==> src/rtl/n4_b2_sar_searcher.sv <==
// Binary (successive-approximation) search for a secret signed 4-bit value
// held behind an external combinational comparator.
//
// Ports:
//   clock, reset_       : rising-edge clock, asynchronous active-low reset
//   start               : request a new search (honoured in IDLE/DONE/ERR only)
//   g3_g0               : registered signed probe presented to the comparator
//   flag_eq/gr/lr       : comparator result for x == g, x > g, x < g
//   r3_r0               : signed result of the last successful search
//   p2_p0               : probes used by the last or current search
//   busy, done, err     : registered status levels
module n4_b2_sar_searcher (
  input  logic       clock,
  input  logic       reset_,
  input  logic       start,
  input  logic       flag_eq,
  input  logic       flag_gr,
  input  logic       flag_lr,
  output logic [3:0] g3_g0,
  output logic [3:0] r3_r0,
  output logic [2:0] p2_p0,
  output logic       busy,
  output logic       done,
  output logic       err
);

  localparam int unsigned VAL_W = 4;
  localparam int unsigned BND_W = 5;
  localparam int unsigned SUM_W = 6;
  localparam int unsigned CNT_W = 3;

  localparam logic [CNT_W-1:0]        MAX_PROBES = CNT_W'(5);
  localparam logic signed [BND_W-1:0] LO_INIT    = -5'sd8;
  localparam logic signed [BND_W-1:0] HI_INIT    = 5'sd7;

  typedef enum logic [2:0] {
    ST_IDLE,
    ST_SET,
    ST_CMP,
    ST_DONE,
    ST_ERR
  } state_t;

  state_t state, state_nxt;

  logic signed [BND_W-1:0] lo, hi, lo_nxt, hi_nxt;
  logic signed [BND_W-1:0] mid, mid_inc, mid_dec;
  logic signed [SUM_W-1:0] sum;
  logic [VAL_W-1:0]        g_nxt, r_nxt;
  logic [CNT_W-1:0]        p_nxt;
  logic                    busy_nxt, done_nxt, err_nxt;
  logic                    eq_only, gr_only, lr_only, cmp_fail;

  // Midpoint: sign-extend both bounds so the 6-bit sum cannot overflow.
  assign sum     = {lo[BND_W-1], lo} + {hi[BND_W-1], hi};
  assign mid     = BND_W'(sum >>> 1);
  assign mid_inc = mid + 5'sd1;
  assign mid_dec = mid - 5'sd1;

  // Comparator decode; anything other than exactly one flag is a fault.
  assign eq_only = {flag_eq, flag_gr, flag_lr} == 3'b100;
  assign gr_only = {flag_eq, flag_gr, flag_lr} == 3'b010;
  assign lr_only = {flag_eq, flag_gr, flag_lr} == 3'b001;

  // Search fails on a bad flag pattern, an empty interval, or running out of probes.
  assign cmp_fail = !(eq_only || gr_only || lr_only)
                 || (gr_only && (mid_inc > hi))
                 || (lr_only && (lo > mid_dec))
                 || ((p2_p0 == MAX_PROBES) && !eq_only);

  // State register.
  always_ff @(posedge clock or negedge reset_) begin
    if (!reset_) state <= ST_IDLE;
    else         state <= state_nxt;
  end

  // Next-state logic.
  always_comb begin
    state_nxt = state;
    case (state)
      ST_IDLE, ST_DONE, ST_ERR: if (start) state_nxt = ST_SET;
      ST_SET:                   state_nxt = ST_CMP;
      ST_CMP: begin
        if (cmp_fail)     state_nxt = ST_ERR;
        else if (eq_only) state_nxt = ST_DONE;
        else              state_nxt = ST_SET;
      end
      default:                  state_nxt = ST_IDLE;
    endcase
  end

  // Output / datapath next values; everything holds unless a transition updates it.
  always_comb begin
    lo_nxt   = lo;
    hi_nxt   = hi;
    g_nxt    = g3_g0;
    r_nxt    = r3_r0;
    p_nxt    = p2_p0;
    busy_nxt = busy;
    done_nxt = done;
    err_nxt  = err;
    case (state)
      ST_IDLE, ST_DONE, ST_ERR: begin
        if (start) begin
          lo_nxt   = LO_INIT;
          hi_nxt   = HI_INIT;
          p_nxt    = '0;
          busy_nxt = 1'b1;
          done_nxt = 1'b0;
          err_nxt  = 1'b0;
        end
      end
      ST_SET: begin
        g_nxt = mid[VAL_W-1:0];
        p_nxt = p2_p0 + CNT_W'(1);
      end
      ST_CMP: begin
        if (cmp_fail) begin
          busy_nxt = 1'b0;
          err_nxt  = 1'b1;
        end else if (eq_only) begin
          r_nxt    = g3_g0;
          busy_nxt = 1'b0;
          done_nxt = 1'b1;
        end else if (gr_only) begin
          lo_nxt = mid_inc;
        end else begin
          hi_nxt = mid_dec;
        end
      end
      default: ;
    endcase
  end

  // Datapath and output registers.
  always_ff @(posedge clock or negedge reset_) begin
    if (!reset_) begin
      lo    <= LO_INIT;
      hi    <= HI_INIT;
      g3_g0 <= '0;
      r3_r0 <= '0;
      p2_p0 <= '0;
      busy  <= 1'b0;
      done  <= 1'b0;
      err   <= 1'b0;
    end else begin
      lo    <= lo_nxt;
      hi    <= hi_nxt;
      g3_g0 <= g_nxt;
      r3_r0 <= r_nxt;
      p2_p0 <= p_nxt;
      busy  <= busy_nxt;
      done  <= done_nxt;
      err   <= err_nxt;
    end
  end

endmodule

==> config.mk <==
export PLATFORM = sky130hd
export DESIGN_NAME = n4_b2_sar_searcher
export DESIGN_NICKNAME = d
export VERILOG_FILES = /design/src/rtl/n4_b2_sar_searcher.sv
export SDC_FILE = /design/constraint.sdc
export NUM_CORES = 1
export LEC_CHECK = 0
export CAP_MARGIN = 20
export CORE_MARGIN = 4
export CORE_UTILIZATION = 50
export CTS_CLUSTER_DIAMETER = 40
export DETAILED_ROUTE_END_ITERATION = 10
export MAX_ROUTING_LAYER = met4
export PLACE_DENSITY = 0.77
export SKIP_LAST_GASP = 1
export SLEW_MARGIN = 20
export SYNTH_ARGS = -nofsm -noshare
export SYNTH_HDL_FRONTEND = slang
export SYNTH_SLANG_ARGS = --single-unit
==> constraint.sdc <==
create_clock -name clock -period 5.4 [get_ports clock]
set_input_delay 1.08 -clock clock [delete_from_list [all_inputs] [get_ports clock]]
set_output_delay 1.08 -clock clock [all_outputs]
set_load 0.005 [all_outputs]
# Yosys cells after proc, flatten, opt, wreduce, memory -nomap -nowiden
# Index checks and enable logic that the tools add are counted.
[totals]
regBits = 27
input_bits = 6
output_inout_bits = 14
word_cells = 79
[classes]
add_sub_neg = 4
n_lt_le_gt_ge = 2
eq_ne = 16
muxes = 26
bitwise = 1
reduce_logical = 21
[op_table]
columns = ["op", "count"]
rows = [
  ["$mux W5", 8],
  ["$pmux W5 S2", 2],
  ["$ne A2 B2 Y1 const B", 7],
  ["$gt A5 B5 Y1", 2],
  ["$reduce_and A5 Y1", 2],
  ["$eq A3 B2 Y1 const B", 3],
  ["$eq A3 B3 Y1 const B", 3],
  ["$mux W3", 3],
  ["$pmux W3 S3", 1],
  ["$reduce_and A3 Y1", 3],
  ["$mux W1", 7],
  ["$add A5 B5 Y6", 1],
  ["$eq A3 B1 Y1 const B", 2],
  ["$pmux W1 S2", 3],
  ["$pmux W3 S2", 1],
  ["$add A5 B2 Y5 const B", 1],
  ["$logic_or A1 B1 Y1", 5],
  ["$sub A5 B2 Y5 const B", 1],
  ["$reduce_and A4 Y1", 1],
  ["$reduce_bool A2 Y1", 2],
  ["$add A3 B1 Y3 const B", 1],
  ["$logic_and A1 B1 Y1", 3],
  ["$logic_not A3 Y1", 1],
  ["$ne A3 B3 Y1 const B", 1],
  ["other kinds (5)", 6],
]

# Logic depth before layout (Yosys ltp)
[depth]
depth_word = 9
depth_mapped = 17

# Least setup slack after synthesis
# Ideal clock, no wire load.
[synth_path]
kind = "flip-flop to flip-flop"
startpoint = "reg hi[0]"
endpoint = "reg hi[3]"
t_arrival_ps = 3332
required_time_ps = 5335
slack_ps = 2003
stages_incl_launch_ff = 17
path_buffers = 0
period_less_slack_ps = 3397
path_cell_list = "dfstp_2 -> inv_1 -> nor2_1 -> fa_1 -> inv_1 -> ha_1 -> nand2_1 -> a21oi_1 -> o22ai_1 -> xor2_1 -> inv_1 -> ha_1 -> nor3b_1 -> o221ai_1 -> a32o_2 -> a211oi_4 -> a22o_2"
[synth_via]
elab_chain_cells = 9
[synth_lines]
columns = ["item", "line", "text"]
rows = [
  ["from (decl)", "46", "logic signed [BND_W-1:0] lo, hi, lo_nxt, hi_nxt;"],
  ["from (signal assigned)", "148", "hi <= hi_nxt;"],
  ["$add A5 B5 Y6 (*)", "55", "assign sum = {lo[BND_W-1], lo} + {hi[BND_W-1], hi};"],
  ["named net sum[1]", "48", "logic signed [SUM_W-1:0] sum;"],
  ["$add A5 B2 Y5", "57", "assign mid_inc = mid + 5'sd1;"],
  ["$gt A5 B5 Y1", "67", "|| (gr_only && (mid_inc > hi))"],
  ["$logic_and A1 B1 Y1", "67", ""],
  ["$logic_or A1 B1 Y1", "67", ""],
  ["$logic_or A1 B1 Y1", "68", "|| (lr_only && (lo > mid_dec))"],
  ["$logic_or A1 B1 Y1", "69", "|| ((p2_p0 == MAX_PROBES) && !eq_only);"],
  ["$ne A2 B2 Y1 (no source line)", "n/a", ""],
  ["$reduce_and A5 Y1 (no source line)", "n/a", ""],
]
# The timed path passes the listed nets; every way through them passes the cells marked *. The select of a mux whose other input is x is not followed.
# A chain may end at the register's enable or synchronous reset.

# Worst setup path in the final report
[layout_path]
startpoint = "reg hi[0]"
endpoint = "reg lo[1]"
[layout_via]
elab_chain_cells = 9
[layout_lines]
columns = ["item", "line", "text"]
rows = [
  ["$add A5 B5 Y6 (*)", "55", ""],
  ["named net sum[1]", "48", ""],
  ["$add A5 B2 Y5", "57", ""],
  ["$gt A5 B5 Y1", "67", ""],
  ["$logic_and A1 B1 Y1", "67", ""],
  ["$logic_or A1 B1 Y1", "67", ""],
  ["$logic_or A1 B1 Y1", "68", ""],
  ["$logic_or A1 B1 Y1", "69", ""],
  ["$ne A2 B2 Y1 (no source line)", "n/a", ""],
  ["$reduce_and A5 Y1 (no source line)", "n/a", ""],
  ["to (signal assigned)", "147", "lo <= lo_nxt;"],
  ["to (decl)", "46", ""],
]
# Marked as above.

==> flow_metrics.env <==
export IMPL_status="finished clean"
export IMPL_htreeDepth=1
export IMPL_yosysTopAreaCellShare_pct=29.8
export IMPL_dp_hpwl_um=3170
export IMPL_worstSetupPathType="reg -> reg"
export IMPL_syn_num_nets=212
export IMPL_timing_max_cap_violations=0
export IMPL_ff2ff_setup_slack_ps=1490
export IMPL_cts_sinks=27
export IMPL_die_h_um=68.8
export IMPL_grt_usage_pct=19.5
export IMPL_drive_above_1_share_pct=14.4
export IMPL_die_x_um=68.8
export IMPL_grt_pass1_vias=1517
export IMPL_synthToLayoutAreaGrowth_pct=16.0
export IMPL_instances_no_fill=255
export IMPL_final_nets=235
export IMPL_synth_edf_count=0
export IMPL_cp_cell_sequence="inv_1, nor2_1, fa_1, inv_1, ha_1, nand2_1, a21oi_1, o22ai_1, xor2_1, inv_1, ha_1, nor3b_1, o221ai_1, a32oi_1, nand4_1, o22ai_1"
export IMPL_crit_top_cell="inv_1"
export IMPL_drt_iter0_drc=55
export IMPL_ys_ff_latch=27
export IMPL_final_util_pct=62.3
export IMPL_seq_area_frac_synth_pct=36.9
export IMPL_timing_final_crit_share_pct=72.5
export IMPL_seqCellArea_um2=682
export IMPL_die_area_um2=4740
export IMPL_worst_ep_required_time_ps=5590
export IMPL_synth_area_per_cell_um2=9.89
export IMPL_grt_pass1_wl_um=6760
export IMPL_postPlaceCellArea_um2=2100
export IMPL_clk_pin_slew_ps=90
export IMPL_route_detailed_wl_per_inst_um=15.5
export IMPL_fillers=304
export IMPL_clockBufferDepth=2
export IMPL_yosysMostFrequentCell="dfrtp_1"
export IMPL_gp_congestion=0.987
export IMPL_fin_area_um2=2140
export IMPL_yosysUniqueCellTypes=52
export IMPL_n_antenna_cell=0
export IMPL_crit_slowest_cell="dfstp_2"
export IMPL_drt_total_wl_um=3950
export IMPL_drc=0
export IMPL_period_minus_slack_ps=3910
export IMPL_ir_worst_vdd_mv=0.293
export IMPL_fin_skew_ps=3.22
export IMPL_hold_viol=0
export IMPL_leakage_nw=1.00
export IMPL_synth_area_top_cells="dfrtp_1 30%, ha_1 12%, dfstp_2 7.1%"
export IMPL_yosys_warnings=0
export IMPL_power_density_nw_per_um2=601
export IMPL_worstSetupStartpointType="flop"
export IMPL_overflow=0
export IMPL_start_util_pct=53.7
export IMPL_port_buffers=19
export IMPL_cts_setup_buffers=0
export IMPL_synthCells=187
export IMPL_cts_hold_buf=0
export IMPL_tightest_slew_ps=607
export IMPL_syn_area_um2=1850
export IMPL_min_path_type="reg -> reg"
export IMPL_fmax_mhz=255
export IMPL_grt_setup_unrepaired="false"
export IMPL_synth_flop_cell="dfrtp_1"
export IMPL_critPathCaptureType="flop"
export IMPL_antenna_left=0
export IMPL_antenna_found_initial=0
export IMPL_multiInputGateArea_um2=1080
export IMPL_crit_cells=16
export IMPL_dp_cells=251
export IMPL_worstPathArrival_ps=4110
export IMPL_crit_family="adder cells"
export IMPL_root_buffer="clkbuf_8"
export IMPL_synthArstFlopShare_pct=100
export IMPL_fin_tns_setup_ps=0
export IMPL_synth_top_area_cell="dfrtp_1"
export IMPL_reg2reg_depth=16
export IMPL_io_pins=20
export IMPL_row_count=21
export IMPL_finalSetupViolations=0
export IMPL_worstSkewPairLatency_ps=270
export IMPL_drtPass1Iterations=4
export IMPL_cts_resized=0
export IMPL_max_stage_delay_ps=560
export IMPL_max_slew_margin_pct=59.1
export IMPL_vias_per_cell=5.81
export IMPL_cts_tree="done"
export IMPL_hold_path_depth=1
export IMPL_core_um2=3440
export IMPL_grt_max_degree=28
export IMPL_vias=1482
export IMPL_cp_num_buf_inv=3
export IMPL_synthTopCellsByCount="22 x dfrtp_1, 20 x inv_1, 18 x ha_1"
export IMPL_drv_slew=0
export IMPL_path_max_fanout=5
export IMPL_numCtsBuffers=3
[stage by stage]
step	setup WS (ps)	power, W	hold slack (ps)
6_report	1490	0.00129	484
5_1_grt	1160	0.00141	525
4_1_cts	1520	0.00129	493
3_5_place_dp	1570	0.00117	473
3_3_place_gp	1760	0.00113	451
2_1_floorplan	2000	0.000923	431
[layout make-up]
type                    instances  share of cell area, %
multi-input cells             137                   50.4
flip-flops and latches         27                   31.8
repair buffers                 20                   9.22
inverters                      21                   3.68
well taps                      46                   2.68
clock buffers                   3                   1.93
clock inverters                 1                  0.350
[registers in the layout (all words and copies together) (netlist names)]
name   flops
lo         5
hi         5
p2_p0      3
done       1
r3_r0      4
g3_g0      4
err        1
busy       1
state      3
[routing by layer]
layer / up-vias / part of all wire [%] / global-route usage (%)
met5: - / 0 / -
met4: 0 / 1.0 / 6.08
met3: 5 / 1.8 / 2.27
met2: 25 / 51 / 33.3
met1: 728 / 46 / 24.1
li1: 724 / - / -
[power breakdown]
group	internal, W	leakage [nW]	switching (W)
sequential	0.000270	0.333	0.0000538
clock	0.0000524	0.0217	0.0000636
combinational	0.000389	0.646	0.000459
[kinds of logic after synthesis]
| family | Yosys count | share of synthesized area, % |
|---|---|---|
| adder cells (fa/ha/maj) | 19 | 13.3 |
| AO/OA/AOI/OAI | 48 | 20.2 |
| AND/OR/NAND/NOR | 55 | 16.4 |
| buffers and inverters | 23 | 4.74 |
| flip-flops | 27 | 36.9 |
| XOR/XNOR | 10 | 5.48 |
| multiplexers | 5 | 3.04 |
[final timing paths]
check / from / endpoint
max: hi[0] / lo[1]
min: state[2] / state[1]
max reg2reg: hi[0] / lo[1]
min reg2reg: state[2] / state[1]
max in group asynchronous: reset_ / hi[1]
min in group asynchronous: reset_ / p2_p0[2]
[placed cells by master (no fill, tap or decap), types with 2 or more instances in the layout]
master and instances:
dfrtp_1 22, inv_1 20, clkdlybuf4s50_1 19, ha_1 18
nand2_1 15, nor2_1 11, a21oi_1 11, o21ai_0 7
nand3_1 5, xnor2_1 5, nand4_1 5, mux2_2 5
dfstp_2 5, xor2_1 4, o22ai_1 3, nor3b_1 3
a31oi_1 3, a22oi_1 3, clkbuf_8 3, and2_1 2
nor2b_1 2, nand2b_1 2, o221ai_1 2, o32a_1 2
a22o_2 2, o31ai_1 2
[worst reg2reg max path, stage by stage (launching register included)]
cell	delay [ps]
dfstp_2	560
inv_1	50
nor2_1	130
fa_1	520
inv_1	190
ha_1	240
nand2_1	70
a21oi_1	120
o22ai_1	100
xor2_1	210
inv_1	70
ha_1	310
nor3b_1	220
o221ai_1	200
a32oi_1	330
nand4_1	270
o22ai_1	230
(Power assumes the default switching activity.)
